File: config.mk
export PLATFORM = sky130hd
export DESIGN_NAME = hazard_controller_flat
export DESIGN_NICKNAME = d
export VERILOG_FILES = /design/src/rtl/hazard_controller_if.sv /design/src/rtl/hazard_controller.sv /design/src/flat_wrapper.sv
export SDC_FILE = /design/constraint.sdc
export NUM_CORES = 1
export LEC_CHECK = 0
export ABC_AREA = 1
export CAP_MARGIN = 10
export CORE_MARGIN = 2
export CORE_UTILIZATION = 32
export CTS_CLUSTER_SIZE = 24
export DETAILED_ROUTE_END_ITERATION = 6
export GPL_ROUTABILITY_DRIVEN = 0
export PLACE_DENSITY = 0.82
export RECOVER_POWER = 100
export SYNTH_ARGS = -nofsm -noshare
export SYNTH_HDL_FRONTEND = slang
export SYNTH_SLANG_ARGS = --single-unit
File: constraint.sdc
create_clock -name clk -period 1.6 [get_ports clk]
set_clock_uncertainty 0.05 [all_clocks]
set_input_delay 0.4 -clock clk [delete_from_list [all_inputs] [get_ports clk]]
set_output_delay 0.4 -clock clk [all_outputs]
set_load 0.005 [all_outputs]
File: src/rtl/hazard_controller_if.sv
// Hazard unit bundle: pipeline register/control taps in, stall/flush/forward controls and
// performance counters out. The core drives through master; the hazard controller uses slave.
interface hazard_controller_if;
  logic [4:0]  Rs1D, Rs2D, Rs1E, Rs2E, RdE, RdM, RdW;
  logic        RegWriteM, RegWriteW;
  logic [1:0]  ResultSrcE;
  logic        PCSrcE;
  logic        MemReqM, MemReadyM;
  logic        StallF, StallD, StallE, StallM;
  logic        FlushD, FlushE;
  logic [1:0]  ForwardAE, ForwardBE;
  logic        MemTimeout;
  logic [31:0] LoadStallCnt, MemStallCnt, FlushCnt;

  modport master (
    output Rs1D, Rs2D, Rs1E, Rs2E, RdE, RdM, RdW, RegWriteM, RegWriteW, ResultSrcE, PCSrcE,
           MemReqM, MemReadyM,
    input  StallF, StallD, StallE, StallM, FlushD, FlushE, ForwardAE, ForwardBE, MemTimeout,
           LoadStallCnt, MemStallCnt, FlushCnt
  );

  modport slave (
    input  Rs1D, Rs2D, Rs1E, Rs2E, RdE, RdM, RdW, RegWriteM, RegWriteW, ResultSrcE, PCSrcE,
           MemReqM, MemReadyM,
    output StallF, StallD, StallE, StallM, FlushD, FlushE, ForwardAE, ForwardBE, MemTimeout,
           LoadStallCnt, MemStallCnt, FlushCnt
  );
endinterface

File: src/rtl/hazard_controller.sv
// Five-stage pipeline hazard controller: forwarding, load-use stall, branch flush and a
// data-memory wait FSM with timeout. Define HAZARD_PERF_EN to build the performance counters.
module hazard_controller #(
  parameter int unsigned MEM_TIMEOUT = 64
) (
  input logic               clk,
  input logic               clr,
  hazard_controller_if.slave hz
);

  typedef enum logic [1:0] {StRun, StMemWait, StError} state_e;

  localparam logic [7:0] LastWait = 8'(MEM_TIMEOUT - 1);

  state_e     r_state, w_state_next;
  logic [7:0] r_wait_cnt, w_wait_cnt_next;

  logic w_lw_stall, w_mem_stall, w_error;
  logic w_stall_f, w_stall_d, w_stall_e, w_stall_m, w_flush_d, w_flush_e;
  logic [1:0] w_fwd_a, w_fwd_b;

  // Memory stage is newer than writeback, so it wins when both match.
  always_comb begin
    w_fwd_a = 2'b00;
    if (hz.RegWriteM && (hz.RdM != 5'd0) && (hz.RdM == hz.Rs1E)) begin
      w_fwd_a = 2'b10;
    end else if (hz.RegWriteW && (hz.RdW != 5'd0) && (hz.RdW == hz.Rs1E)) begin
      w_fwd_a = 2'b01;
    end
    w_fwd_b = 2'b00;
    if (hz.RegWriteM && (hz.RdM != 5'd0) && (hz.RdM == hz.Rs2E)) begin
      w_fwd_b = 2'b10;
    end else if (hz.RegWriteW && (hz.RdW != 5'd0) && (hz.RdW == hz.Rs2E)) begin
      w_fwd_b = 2'b01;
    end
  end

  assign w_lw_stall  = (hz.ResultSrcE == 2'b01) && (hz.RdE != 5'd0) &&
                       ((hz.RdE == hz.Rs1D) || (hz.RdE == hz.Rs2D));
  assign w_mem_stall = hz.MemReqM && !hz.MemReadyM;
  assign w_error     = (r_state == StError);

  always_ff @(posedge clk) begin
    if (clr) begin
      r_state    <= StRun;
      r_wait_cnt <= 8'd0;
    end else begin
      r_state    <= w_state_next;
      r_wait_cnt <= w_wait_cnt_next;
    end
  end

  // WaitCnt counts not-ready cycles already seen, including the one that left StRun.
  always_comb begin
    w_state_next    = r_state;
    w_wait_cnt_next = r_wait_cnt;
    unique case (r_state)
      StRun: begin
        if (w_mem_stall) begin
          w_state_next    = StMemWait;
          w_wait_cnt_next = 8'd1;
        end else begin
          w_wait_cnt_next = 8'd0;
        end
      end
      StMemWait: begin
        if (!w_mem_stall) begin
          w_state_next    = StRun;
          w_wait_cnt_next = 8'd0;
        end else if (r_wait_cnt == LastWait) begin
          w_state_next    = StError;
          w_wait_cnt_next = 8'd0;
        end else begin
          w_wait_cnt_next = r_wait_cnt + 8'd1;
        end
      end
      StError: begin
        w_state_next    = StError;
        w_wait_cnt_next = 8'd0;
      end
      default: begin
        w_state_next    = StRun;
        w_wait_cnt_next = 8'd0;
      end
    endcase
  end

  // Freeze beats redirect beats load bubble; a taken branch discards the load-use pair anyway.
  always_comb begin
    w_stall_f = 1'b0;
    w_stall_d = 1'b0;
    w_stall_e = 1'b0;
    w_stall_m = 1'b0;
    w_flush_d = 1'b0;
    w_flush_e = 1'b0;
    if (w_error || w_mem_stall) begin
      w_stall_f = 1'b1;
      w_stall_d = 1'b1;
      w_stall_e = 1'b1;
      w_stall_m = 1'b1;
    end else if (hz.PCSrcE) begin
      w_flush_d = 1'b1;
      w_flush_e = 1'b1;
    end else if (w_lw_stall) begin
      w_stall_f = 1'b1;
      w_stall_d = 1'b1;
      w_flush_e = 1'b1;
    end
  end

  assign hz.StallF     = w_stall_f;
  assign hz.StallD     = w_stall_d;
  assign hz.StallE     = w_stall_e;
  assign hz.StallM     = w_stall_m;
  assign hz.FlushD     = w_flush_d;
  assign hz.FlushE     = w_flush_e;
  assign hz.ForwardAE  = w_fwd_a;
  assign hz.ForwardBE  = w_fwd_b;
  assign hz.MemTimeout = w_error;

`ifdef HAZARD_PERF_EN
  logic [31:0] r_load_cnt, r_mem_cnt, r_flush_cnt;
  logic        w_inc_load, w_inc_mem, w_inc_flush;

  assign w_inc_mem   = !w_error && w_mem_stall;
  assign w_inc_flush = !w_error && !w_mem_stall && hz.PCSrcE;
  assign w_inc_load  = !w_error && !w_mem_stall && !hz.PCSrcE && w_lw_stall;

  always_ff @(posedge clk) begin
    if (clr) begin
      r_load_cnt  <= 32'd0;
      r_mem_cnt   <= 32'd0;
      r_flush_cnt <= 32'd0;
    end else begin
      if (w_inc_load)  r_load_cnt  <= r_load_cnt + 32'd1;
      if (w_inc_mem)   r_mem_cnt   <= r_mem_cnt + 32'd1;
      if (w_inc_flush) r_flush_cnt <= r_flush_cnt + 32'd1;
    end
  end

  assign hz.LoadStallCnt = r_load_cnt;
  assign hz.MemStallCnt  = r_mem_cnt;
  assign hz.FlushCnt     = r_flush_cnt;
`else
  assign hz.LoadStallCnt = 32'd0;
  assign hz.MemStallCnt  = 32'd0;
  assign hz.FlushCnt     = 32'd0;
`endif

endmodule

File: src/flat_wrapper.sv
// flat-port wrapper written by rule: the top's interface ports become plain ports
module hazard_controller_flat 
#(
  parameter int unsigned MEM_TIMEOUT = 64
)
  (clk, clr, hz_Rs1D, hz_Rs2D, hz_Rs1E, hz_Rs2E, hz_RdE, hz_RdM, hz_RdW, hz_RegWriteM, hz_RegWriteW, hz_ResultSrcE, hz_PCSrcE, hz_MemReqM, hz_MemReadyM, hz_StallF, hz_StallD, hz_StallE, hz_StallM, hz_FlushD, hz_FlushE, hz_ForwardAE, hz_ForwardBE, hz_MemTimeout, hz_LoadStallCnt, hz_MemStallCnt, hz_FlushCnt);
  hazard_controller_if hz_i ();
  input logic clk;
  input logic clr;
  input wire logic [$bits(hz_i.Rs1D)-1:0] hz_Rs1D;
  input wire logic [$bits(hz_i.Rs2D)-1:0] hz_Rs2D;
  input wire logic [$bits(hz_i.Rs1E)-1:0] hz_Rs1E;
  input wire logic [$bits(hz_i.Rs2E)-1:0] hz_Rs2E;
  input wire logic [$bits(hz_i.RdE)-1:0] hz_RdE;
  input wire logic [$bits(hz_i.RdM)-1:0] hz_RdM;
  input wire logic [$bits(hz_i.RdW)-1:0] hz_RdW;
  input wire logic [$bits(hz_i.RegWriteM)-1:0] hz_RegWriteM;
  input wire logic [$bits(hz_i.RegWriteW)-1:0] hz_RegWriteW;
  input wire logic [$bits(hz_i.ResultSrcE)-1:0] hz_ResultSrcE;
  input wire logic [$bits(hz_i.PCSrcE)-1:0] hz_PCSrcE;
  input wire logic [$bits(hz_i.MemReqM)-1:0] hz_MemReqM;
  input wire logic [$bits(hz_i.MemReadyM)-1:0] hz_MemReadyM;
  output wire logic [$bits(hz_i.StallF)-1:0] hz_StallF;
  output wire logic [$bits(hz_i.StallD)-1:0] hz_StallD;
  output wire logic [$bits(hz_i.StallE)-1:0] hz_StallE;
  output wire logic [$bits(hz_i.StallM)-1:0] hz_StallM;
  output wire logic [$bits(hz_i.FlushD)-1:0] hz_FlushD;
  output wire logic [$bits(hz_i.FlushE)-1:0] hz_FlushE;
  output wire logic [$bits(hz_i.ForwardAE)-1:0] hz_ForwardAE;
  output wire logic [$bits(hz_i.ForwardBE)-1:0] hz_ForwardBE;
  output wire logic [$bits(hz_i.MemTimeout)-1:0] hz_MemTimeout;
  output wire logic [$bits(hz_i.LoadStallCnt)-1:0] hz_LoadStallCnt;
  output wire logic [$bits(hz_i.MemStallCnt)-1:0] hz_MemStallCnt;
  output wire logic [$bits(hz_i.FlushCnt)-1:0] hz_FlushCnt;
  assign hz_i.Rs1D = hz_Rs1D;
  assign hz_i.Rs2D = hz_Rs2D;
  assign hz_i.Rs1E = hz_Rs1E;
  assign hz_i.Rs2E = hz_Rs2E;
  assign hz_i.RdE = hz_RdE;
  assign hz_i.RdM = hz_RdM;
  assign hz_i.RdW = hz_RdW;
  assign hz_i.RegWriteM = hz_RegWriteM;
  assign hz_i.RegWriteW = hz_RegWriteW;
  assign hz_i.ResultSrcE = hz_ResultSrcE;
  assign hz_i.PCSrcE = hz_PCSrcE;
  assign hz_i.MemReqM = hz_MemReqM;
  assign hz_i.MemReadyM = hz_MemReadyM;
  assign hz_StallF = hz_i.StallF;
  assign hz_StallD = hz_i.StallD;
  assign hz_StallE = hz_i.StallE;
  assign hz_StallM = hz_i.StallM;
  assign hz_FlushD = hz_i.FlushD;
  assign hz_FlushE = hz_i.FlushE;
  assign hz_ForwardAE = hz_i.ForwardAE;
  assign hz_ForwardBE = hz_i.ForwardBE;
  assign hz_MemTimeout = hz_i.MemTimeout;
  assign hz_LoadStallCnt = hz_i.LoadStallCnt;
  assign hz_MemStallCnt = hz_i.MemStallCnt;
  assign hz_FlushCnt = hz_i.FlushCnt;
  hazard_controller #(.MEM_TIMEOUT(MEM_TIMEOUT)) u_core (.clk(clk), .clr(clr), .hz(hz_i));
endmodule
Word-level counts from Yosys, hierarchy flattened:

Cells that the tools add are included.
Widths: inputs -> output; s select.

* bitwise operators: 0
* reductions and logical operators: 17
* mux-type cells: 20
* $add $sub $neg: 1
* order comparisons: 0
* shifts and indexed selects: 0
* $mul: 0
* divide/modulo/power cells: 0
* eq/ne operators: 12

Operators by type and width (number)
* $eq 5x5->1: 6
* $mux 8: 2
* $pmux 8 s2: 1
* $reduce_bool 5->1: 3
* $mux 1: 11
* $mux 2: 5
* $logic_and 1x1->1: 9
* $add 8x1->8 const B: 1
* $eq 8x6->1 const B: 1
* $pmux 2 s3: 1
* $eq 2x1->1 const B: 2
* $ne 3x3->1 const B: 1
* $eq 2x2->1 const B: 1
* $logic_not 2->1: 1
* $logic_or 1x1->1: 2
* $ne 2x1->1 const B: 1
* $reduce_and 2->1: 1
* $logic_not 1->1: 1

* output and inout port bits: 107
* memory bits (read-only): 0
* bits in writable memories: 0
* bits in registers: 10
* bits in latches: 0
* input port bits: 44
* memories kept: 0
* logic and storage cells: 52

Longest topological paths before layout:

Gate-level depths: netlist of the first run.

* depth in word-level cells: 6
* depth in mapped cells: 9
* mapped depth without buffers: 8

Least setup slack after synthesis of the first run:

OpenSTA, ideal clock, no wires.

* path type: input port to output port
* start: in hz_MemReqM
* end: out hz_StallF
* data required time: 1.150 ns
* slack: 0.114 ns
* buffers on the path: 1
* stages on the path: 6
* arrival time: 1.036 ns
* path through: inv_1 -> or2_4 -> nand2_1 -> inv_1 -> nand2_1 -> buf_4

* longest elaborated chain between the ends: 3

RTL lines
* start, declared: line flat_wrapper.sv:21 `input wire logic [$bits(hz_i.MemReqM)-1:0] hz_MemReqM;`
* $logic_and 1x1->1: line hazard_controller.sv:40 `assign w_mem_stall = hz.MemReqM && !hz.MemReadyM;`
* $logic_or 1x1->1: line hazard_controller.sv:96 `if (w_error || w_mem_stall) begin`
* $mux 1
* end, declared: line flat_wrapper.sv:23 `output wire logic [$bits(hz_i.StallF)-1:0] hz_StallF;`

No other way between the ends.

Worst setup path in the final report of the first run:

* start: in hz_RdM[1]
* end: out hz_ForwardAE[0]

* longest elaborated chain between the ends: 4
* elaborated cells on any way between the ends: 5
* those cells by class: eq/ne: 1; mux: 1; reduce/logical: 3

RTL lines
* start, declared: line flat_wrapper.sv:15 `input wire logic [$bits(hz_i.RdM)-1:0] hz_RdM;`
* $reduce_bool 5->1: line hazard_controller.sv:25 `if (hz.RegWriteM && (hz.RdM != 5'd0) && (hz.RdM == hz.Rs1E)) begin`
* $logic_and 1x1->1: line hazard_controller.sv:25
* $logic_and 1x1->1 *: line hazard_controller.sv:25
* $mux 2 *: line hazard_controller.sv:25
* end, declared: line flat_wrapper.sv:29 `output wire logic [$bits(hz_i.ForwardAE)-1:0] hz_ForwardAE;`

Mark *: on every way between the ends. The rest lies on a longest branch, timed or not.

==> results.py, run 1 <==
metrics = {
    "timing": {
        "hold_violations": 0,
        "clock.fmax_mhz": 601,
        "setup_viol": 6,
        "fin_crit_sh_pct": 104,
        "finalHoldWorstSlack_ps": 443,
        "fin_ws_ps": -64.3,
        "fin_crit_ps": 1660,
        "slew_viol_final": 0,
        "grt_setup_unrepaired": "yes",
    },
    "setup_path": {
        "crit_buf_inv": 2,
        "cp_data_required_time_ps": 1150,
        "cp_cell_sequence": "buf_4 -> nor2_2 -> nand2_2 -> o21ai_4 -> nor3_2 -> nor2_1 -> buf_2",
        "path_class": "input pin to primary output",
        "endpoint_kind": "primary output",
        "start_kind": "input pin",
        "r2r_setup_slack_ps": 290,
        "arrival_ps": 1210,
        "reg2reg_to": "u_core.r_wait_cnt[0]$_SDFF_PP0_",
        "cp_max_fo": 3,
        "reg2reg_depth": 6,
        "cp_slowest_cell": "o21ai_4",
        "reg2reg_from": "u_core.r_wait_cnt[0]$_SDFF_PP0_",
        "cp_slowest_stage_delay_ps": 190,
        "cp_top_family": "simple AND/OR/NAND/NOR gates",
    },
    "synth": {
        "ys_seq_area_share_pct": 11.6,
        "yosys.area.top_type_share_pct": 42.8,
        "synth-edff-count": 0,
        "yosys_warnings": 0,
        "synth_area_leaders": "buf_4 43%, dfxtp_1 12%, nand2_1 7.9%, xnor2_1 7.6%, xor2_1 6.6%",
        "yosysTopAreaCell": "buf_4",
        "yosys-top-cells-count": "98 x buf_4, 36 x nand2_1, 29 x nor2_1",
        "avgSynthCellArea_um2": 6.72,
        "synth_most_common_cell": "buf_4",
        "synth-main-ff-cell": "dfxtp_1",
        "async_reset_ff_share_pct": 0,
        "synth_area_mm2": 0.00172,
        "synth-seq-cells": 10,
        "syn_inst": 256,
        "yosysUniqueCellTypes": 21,
    },
    "status": {
        "outcome": "finished with violations",
        "violations": "negative setup slack",
    },
    "pwr": {
        "comb_power_share_pct": 42.3,
        "pwr-share-clk_pct": 29.2,
        "p_switching_uw": 307,
        "totalPowerFinal_uw": 897,
        "pwr-share-seq_pct": 28.5,
        "p_leak_uw": 0.00116,
        "p_int_uw": 590,
        "ir_worst_vdd_v": 0.000578,
        "power_density_mw_per_mm2": 423,
        "switching_share_pct": 34.2,
    },
    "floorplanning": {
        "initial_core_util_pct": 33.4,
        "top_level_ports": 151,
        "core-area_mm2": 0.00514,
        "rows": 26,
        "dieHeight_um": 77.3,
        "die_w_um": 77.3,
        "dieArea_mm2": 0.00597,
    },
    "clocking": {
        "clock-sinks": 10,
        "cts_tree": "done",
        "numCtsBuffers": 3,
        "cts.path.max_buffers": 2,
        "clk_pin_slew_ps": 50,
        "htree_levels": 1,
        "clock_latency_ps": 240,
        "ctsHoldBuffers": 0,
        "cts_root_buf": "clkbuf_8",
    },
    "grt": {
        "grt_pass1_vias": 1181,
        "grt-ovfl-total": 0,
        "grt_pass1_wl_mm": 4.77,
        "grt_max_degree": 7,
        "antenna_found_initial": 0,
        "grt_usage_pct": 9.64,
    },
    "hold_path": {
        "holdPathEnd": "u_core.r_wait_cnt[1]$_SDFF_PP0_",
        "min_path_cells": 2,
        "min_from": "u_core.r_wait_cnt[7]$_SDFF_PP0_",
        "hold_path.class": "flip-flop to flip-flop",
    },
    "cells_and_area": {
        "regArea_um2": 201,
        "multiInputGateArea_mm2": 0.00121,
        "layout-drive-gt1-share_pct": 33.3,
        "fin_nets": 365,
        "diodes": 0,
        "num-fill-cells": 553,
        "area_delta_synth_final_pct": 23.4,
    },
    "run": {
        "max-cap-violations": 0,
    },
    "drt": {
        "ant_nets": 0,
        "drc": 0,
        "drt-total-wl_mm": 3.45,
        "dr.pass1.iters": 3,
        "route.detailed.wl_per_inst_um": 8.88,
        "vias_per_cell": 3.69,
        "drt_iter0_drc": 12,
        "num_vias": 1431,
    },
    "placement": {
        "port_buffers": 54,
        "hpwlAfterDp_mm": 2.68,
    },
}
## worst max-delay path by stage
stage	from	endpoint	slack [ps]	depth (start not counted)
floorplan	hz_MemReqM	hz_StallF	110	6
global placement	hz_RdM[0]	hz_ForwardBE[0]	-890	7
detailed placement	hz_RdE[1]	hz_StallF	-910	10
CTS	hz_RdM[4]	hz_ForwardAE[0]	-80	7
global route	hz_RdE[0]	hz_StallD	-120	10
finish	hz_RdM[1]	hz_ForwardAE[0]	-60	7
## final cells by class
cell class	instances	area share, %
Clock buffer	3	1.95
Inverter	24	4.48
Multi-Input combinational cell	219	57.1
Sequential cell	10	9.49
Tap cell	70	4.13
Timing Repair Buffer	62	22.8
## logic make-up (layout without fill, tap and decap cells)
| logic type | count (synthesis) | after routing | share of synthesized area (%) |
|---|---|---|---|
| other | 1 | 96 | 0.218 |
| adders and majority gates | 1 | 1 | 0.728 |
| buffers and inverters | 122 | 89 | 48.0 |
| and+or+nand+nor | 87 | 87 | 23.1 |
| xor gates and xnor gates | 28 | 28 | 14.3 |
| AOI/OAI and AO/OA | 7 | 7 | 2.04 |
| DFF | 10 | 10 | 11.6 |
## what timing repair did
item,4_1_cts,5_1_grt
gates resized for setup,219,52
setup buffers,0,1
setup endpoints to repair,12,8
pin swaps,46,37
## placed cells by master, fill, tap and decap left out, drive strengths merged, types with 4 or more instances in the layout
cell type | netlist | layout
a21oi | 4 | 4
buf | 98 | 47
clkbuf | 0 | 10
conb | 1 | 96
dfxtp | 10 | 10
dlygate4sd2 | 0 | 6
inv | 24 | 24
nand2 | 36 | 36
nand3 | 11 | 11
nor2 | 30 | 30
nor3 | 4 | 4
xnor2 | 15 | 15
xor2 | 13 | 13
## worst reg2reg max path: stages, from the launching register on
cell and delay [ps]:
dfxtp_1 350, ha_1 230, nand4_2 150, nor2_2 130, nand2_1 120, nand2_1 110, a21oi_1 60
## routing by layer
metal  part of all wire, %  GRT usage [%]
met1                    32           9.68
met2                    57           18.3
met3                   9.7           3.41
met4                   1.1           3.21
met5                     0              0
## flip-flops by register name, summed over array words and instances (netlist names)
| signal | count |
|---|---|
| u_core.r_state | 2 |
| u_core.r_wait_cnt | 8 |
## stage by stage
step,utilization (%),area (um^2),TNS (ps),setup WS (ps),std cells
floorplan,-,2080,0,114,351
global placement,39.3,2020,-9950,-887,384
detailed placement,39.3,2020,-10280,-908,384
CTS,38.6,1990,-333,-83.6,387
global route,41.3,2120,-713,-119,388
finish,41.3,2120,-193,-64.3,388
## power by group through the flow
stage	combinational, uW	sequential [uW]	clock [uW]
after floorplan	334	260	0
after global placement	339	259	0
after detailed placement	343	260	0
after CTS	322	255	271
after global routing	420	255	283
final	379	256	262
Note: power is estimated with default switching activity, not from simulation.
==> run 2, diff against run 1 <==
==> constraint.sdc (replaced) <==
create_clock -name clk -period 1.75 [get_ports clk]
set_clock_uncertainty 0.05 [all_clocks]
set_input_delay 0.4375 -clock clk [delete_from_list [all_inputs] [get_ports clk]]
set_output_delay 0.4375 -clock clk [all_outputs]
set_load 0.005 [all_outputs]
==> run 2 against run 1 <==
The run still ends with negative setup slack left; non-clock buffer count unchanged; die area stayed put; critical endpoint unchanged; highest routed layer unchanged; register-to-register slack improved by 60 ps.
==> results.py, run 2 (synthesis results as in run 1) <==
metrics = {
    "pwr": {
        "power_density_mw_per_mm2": 408,
        "p_leak_uw": 0.00117,
        "ir_worst_vdd_v": 0.000663,
    },
    "clocking": {
        "clock-sinks": 10,
        "cts_tree": "done",
        "cts_root_buf": "clkbuf_8",
        "htree_levels": 1,
        "ctsHoldBuffers": 0,
        "cts.path.max_buffers": 2,
        "numCtsBuffers": 3,
        "clock_latency_ps": 240,
        "clk_pin_slew_ps": 40,
    },
    "drt": {
        "dr.pass1.iters": 4,
        "vias_per_cell": 3.61,
        "num_vias": 1404,
        "route.detailed.wl_per_inst_um": 9.03,
        "drt-total-wl_mm": 3.51,
        "drc": 0,
        "ant_nets": 0,
        "drt_iter0_drc": 10,
    },
    "floorplanning": {
        "top_level_ports": 151,
        "rows": 26,
        "die_w_um": 77.3,
        "dieArea_mm2": 0.00597,
        "dieHeight_um": 77.3,
        "core-area_mm2": 0.00514,
        "initial_core_util_pct": 33.4,
    },
    "timing": {
        "clock.fmax_mhz": 566,
        "grt_setup_unrepaired": "yes",
        "slew_viol_final": 0,
        "fin_tns_setup_ps": -20.8,
        "hold_violations": 0,
        "fin_ws_ps": -18.1,
        "finalHoldWorstSlack_ps": 440,
        "setup_viol": 2,
        "fin_crit_ps": 1770,
        "fin_crit_sh_pct": 101,
    },
    "setup_path": {
        "r2r_setup_slack_ps": 350,
        "reg2reg_from": "u_core.r_wait_cnt[0]$_SDFF_PP0_",
        "cp_max_fo": 2,
        "cp_data_required_time_ps": 1260,
        "cp-startpoint": "hz_Rs1E[0]",
        "arrival_ps": 1280,
        "start_kind": "input pin",
        "endpoint_kind": "primary output",
        "path_class": "input pin to primary output",
    },
    "grt": {
        "grt_pass1_vias": 1221,
        "grt_max_degree": 7,
        "grt_usage_pct": 10.2,
        "grt_pass1_wl_mm": 5.15,
        "grt-ovfl-total": 0,
        "antenna_found_initial": 0,
    },
    "cells_and_area": {
        "layout_common_cells": "96 x conb_1, 28 x nand2_1, 26 x buf_2",
        "fin_nets": 365,
        "largest_register_ffs": 8,
        "area_delta_synth_final_pct": 22.3,
        "layout-drive-gt1-share_pct": 29.8,
        "regMostFlops": "u_core.r_wait_cnt",
        "final_common_cell": "conb_1",
        "top_regs": "u_core.r_wait_cnt (8), u_core.r_state (2)",
        "final_area_mm2": 0.00210,
        "diodes": 0,
    },
    "placement": {
        "hpwlAfterDp_mm": 2.68,
        "placedInstanceArea_mm2": 0.00201,
        "port_buffers": 54,
    },
    "hold_path": {
        "hold_path.class": "flip-flop to flip-flop",
        "min_from": "u_core.r_wait_cnt[7]$_SDFF_PP0_",
    },
    "run": {
        "max-cap-violations": 0,
    },
    "status": {
        "violations": "negative setup slack",
        "outcome": "finished with violations",
    },
}
run 2: critical path, stage by stage:
cell             delay [ps]
clkdlybuf4s15_2         210
xnor2_2                 140
nand3_2                 130
nor3_4                  170
nor2_1                   70
buf_2                   120
run 2: worst paths after layout:
kind | end | cells past startpoint
worst min register to register | u_core.r_wait_cnt[1]$_SDFF_PP0_ | 2
worst max-delay path | hz_ForwardAE[0] | 6
worst min-delay path | u_core.r_wait_cnt[1]$_SDFF_PP0_ | 2
worst max register to register | u_core.r_wait_cnt[7]$_SDFF_PP0_ | 6
run 2: what timing repair did:
item | in CTS | in global routing
resized for setup | 208 | 45
setup endpoints to repair | 11 | 8
pin swaps | 48 | 28
buffers inserted | 2 | 0
run 2: final cells by class:
type                            instances  area [um^2]
Multi-Input combinational cell        219         1190
Inverter                               24         95.1
Sequential cell                        10          201
Fill cell                             551         3040
Timing Repair Buffer                   62          477
Tap cell                               70         87.6
Clock buffer                            4         55.1
run 2: report_power, final:
group	internal [uW]	switching (uW)
registers	231	2.09
clock network	198	88.6
logic	151	186
total	580	277
run 2: per-layer routing:
layer,vias to the layer above,track usage [%],routed length [um]
li1,709,-,-
met2,84,19.1,1980
met3,2,2.47,294
met1,609,11.5,1220
met5,-,0,0
met4,0,2.68,15
run 2: per-stage QoR:
step / total power [uW] / worst slack [ps] / cells / util (%)
after global routing: 921 / -69.3 / 389 / 40.9
after global placement: 545 / -813 / 383 / 39.2
after CTS: 827 / 0.256 / 389 / 39.1
after floorplan: 543 / 189 / 351 / -
after detailed placement: 549 / -824 / 383 / 39.2
final: 857 / -18.1 / 389 / 40.9
==> run 3, diff against run 2 <==
--- a/config.mk
+++ b/config.mk
@@ -9,11 +9,11 @@
 export CAP_MARGIN = 10
 export CORE_MARGIN = 2
 export CORE_UTILIZATION = 32
-export CTS_CLUSTER_SIZE = 24
 export DETAILED_ROUTE_END_ITERATION = 6
 export GPL_ROUTABILITY_DRIVEN = 0
-export PLACE_DENSITY = 0.82
+export PLACE_DENSITY = 0.93
 export RECOVER_POWER = 100
+export SLEW_MARGIN = 20
 export SYNTH_ARGS = -nofsm -noshare
 export SYNTH_HDL_FRONTEND = slang
 export SYNTH_SLANG_ARGS = --single-unit
==> run 3 against run 2 <==
The flow still finishes with violations (negative setup slack); sequential power barely moved; flip-flop and latch count did not move; clock power barely moved; worst setup slack improved by 11 ps; critical path type unchanged; highest routed layer unchanged.
==> results.py, run 3 (synthesis results as in run 1) <==
metrics = {
    "status": {
        "outcome": "finished with violations",
        "violations": "negative setup slack",
    },
    "cells_and_area": {
        "top_regs": "u_core.r_wait_cnt (8), u_core.r_state (2)",
        "fin_cells": 390,
        "fin_nets": 366,
        "diodes": 0,
        "multiInputGateArea_mm2": 0.00123,
        "area_delta_synth_final_pct": 25.3,
        "final_common_cell": "conb_1",
        "regMostFlops": "u_core.r_wait_cnt",
        "layout-drive-gt1-share_pct": 34.1,
        "largest_register_ffs": 8,
        "layout_common_cells": "96 x conb_1, 25 x buf_2, 22 x nand2_1",
        "regArea_um2": 200,
        "num-fill-cells": 515,
    },
    "timing": {
        "setup_viol": 1,
        "grt_setup_unrepaired": "yes",
        "fin_crit_sh_pct": 100,
        "fin_ws_ps": -7.10,
        "fin_crit_ps": 1760,
        "hold_violations": 0,
        "clock.fmax_mhz": 569,
        "slew_viol_final": 0,
    },
    "clocking": {
        "cts.path.max_buffers": 2,
        "clk_pin_slew_ps": 50,
        "numCtsBuffers": 3,
        "cts_root_buf": "clkbuf_8",
        "clock_latency_ps": 240,
        "cts_tree": "done",
        "clock-sinks": 10,
        "htree_levels": 1,
    },
    "floorplanning": {
        "dieHeight_um": 77.3,
        "top_level_ports": 151,
        "die_w_um": 77.3,
        "dieArea_mm2": 0.00597,
        "rows": 26,
        "initial_core_util_pct": 33.4,
        "core-area_mm2": 0.00514,
    },
    "setup_path": {
        "start_kind": "input pin",
        "r2r_setup_slack_ps": 360,
        "critPathCapture": "hz_ForwardBE[0]",
        "reg2reg_to": "u_core.r_wait_cnt[5]$_SDFF_PP0_",
        "cp_data_required_time_ps": 1260,
        "reg2reg_from": "u_core.r_wait_cnt[0]$_SDFF_PP0_",
        "cp_slowest_stage_delay_ps": 200,
        "cp_slowest_cell": "xnor2_2",
        "cp_max_fo": 2,
        "endpoint_kind": "primary output",
        "reg2reg_depth": 6,
        "cp_cell_sequence": "buf_2 -> xnor2_2 -> nand3_2 -> nor3_4 -> nor2_1 -> buf_2",
        "path_class": "input pin to primary output",
        "crit_top_cell": "buf_2",
        "cp-startpoint": "hz_Rs2E[4]",
        "arrival_ps": 1270,
    },
    "drt": {
        "drt_iter0_drc": 14,
        "vias_per_cell": 3.79,
        "num_vias": 1478,
        "dr.pass1.iters": 2,
        "route.detailed.wl_per_inst_um": 9.83,
        "ant_nets": 0,
        "drt-total-wl_mm": 3.83,
        "drc": 0,
    },
    "grt": {
        "grt_pass1_wl_mm": 5.42,
        "grt_max_degree": 7,
        "grt-ovfl-total": 0,
        "grt_pass1_vias": 1360,
        "antenna_found_initial": 0,
        "grt_usage_pct": 11.0,
    },
    "pwr": {
        "comb_power_share_pct": 41.0,
        "pwr-share-clk_pct": 32.4,
        "power_density_mw_per_mm2": 408,
        "p_leak_uw": 0.00120,
        "p_switching_uw": 287,
        "ir_worst_vdd_v": 0.000444,
        "pwr-share-seq_pct": 26.6,
        "p_int_uw": 592,
        "switching_share_pct": 32.6,
    },
    "placement": {
        "post-place-ws_ps": -832,
        "hpwlAfterDp_mm": 2.95,
        "place_inst": 384,
        "port_buffers": 54,
    },
    "run": {
        "max-cap-violations": 0,
    },
    "hold_path": {
        "hold_path.class": "flip-flop to flip-flop",
    },
}
-- run 3: cell types whose count changed in the layout (fill, tap and decap cells not counted), moves of 2 or more --
cell,previous run,this run
buf_6,6,13
nand2_1,28,22
nor2_2,4,7
buf_8,4,1
clkdlybuf4s15_2,3,0
xnor2_1,10,5
nor2_1,22,20
xnor2_2,4,10
nand2_2,7,14
-- run 3: how the worst min path moves through the flow --
stage,from,endpoint,slack [ps],depth (start not counted)
after detailed placement,u_core.r_wait_cnt[7]$_SDFF_PP0_,u_core.r_wait_cnt[1]$_SDFF_PP0_,430,2
after CTS,u_core.r_wait_cnt[7]$_SDFF_PP0_,u_core.r_wait_cnt[1]$_SDFF_PP0_,440,2
after global routing,u_core.r_wait_cnt[7]$_SDFF_PP0_,u_core.r_wait_cnt[1]$_SDFF_PP0_,460,2
after global placement,u_core.r_wait_cnt[7]$_SDFF_PP0_,u_core.r_wait_cnt[1]$_SDFF_PP0_,410,2
after floorplan,u_core.r_wait_cnt[7]$_SDFF_PP0_,u_core.r_wait_cnt[1]$_SDFF_PP0_,400,2
final,u_core.r_wait_cnt[7]$_SDFF_PP0_,u_core.r_wait_cnt[1]$_SDFF_PP0_,430,2
-- run 3: stage by stage --
step	power [uW]	area, um^2	hold slack (ps)	util (%)	setup TNS (ps)
CTS	827	2020	437	39.3	0
floorplan	543	2080	404	-	0
global placement	546	2020	413	39.3	-8040
finish	879	2150	434	41.9	-7.10
detailed placement	553	2020	430	39.3	-8710
global route	940	2150	456	41.9	-347
-- run 3: what timing repair did --
item	in CTS	in global routing
pin swaps	54	40
gates resized for setup	211	66
hold buffers	0	0
setup buffers	2	0
setup endpoints to repair	11	7
-- run 3: metal layers --
| metal | track usage [%] | part of all wire [%] | up-vias |
|---|---|---|---|
| li1 | - | - | 712 |
| met1 | 9.42 | 31 | 658 |
| met2 | 23.1 | 57 | 96 |
| met3 | 2.47 | 9.1 | 12 |
| met4 | 4.82 | 3.3 | 0 |
| met5 | 0 | 0 | - |
-- run 3: cell type report --
type	instances	share of cell area, %
Clock buffer	4	2.56
Sequential cell	10	9.29
Multi-Input combinational cell	219	57.1
Inverter	24	4.41
Tap cell	70	4.07
Timing Repair Buffer	63	22.5
-- run 3: power by group through the flow --
stage                     combinational (uW)  clock (uW)  sequential (uW)
after floorplan                          306           0              237
after CTS                                305         288              234
final                                    360         285              234
after global placement                   308           0              237
after global routing                     397         309              234
after detailed placement                 315           0              238
-- run 3: worst max-delay path: cells and delay by family --
kind                   cells  cell delay [ps]
XOR/XNOR                   1              200
AND/OR/NAND/NOR            3              390
buffers and inverters      2              250
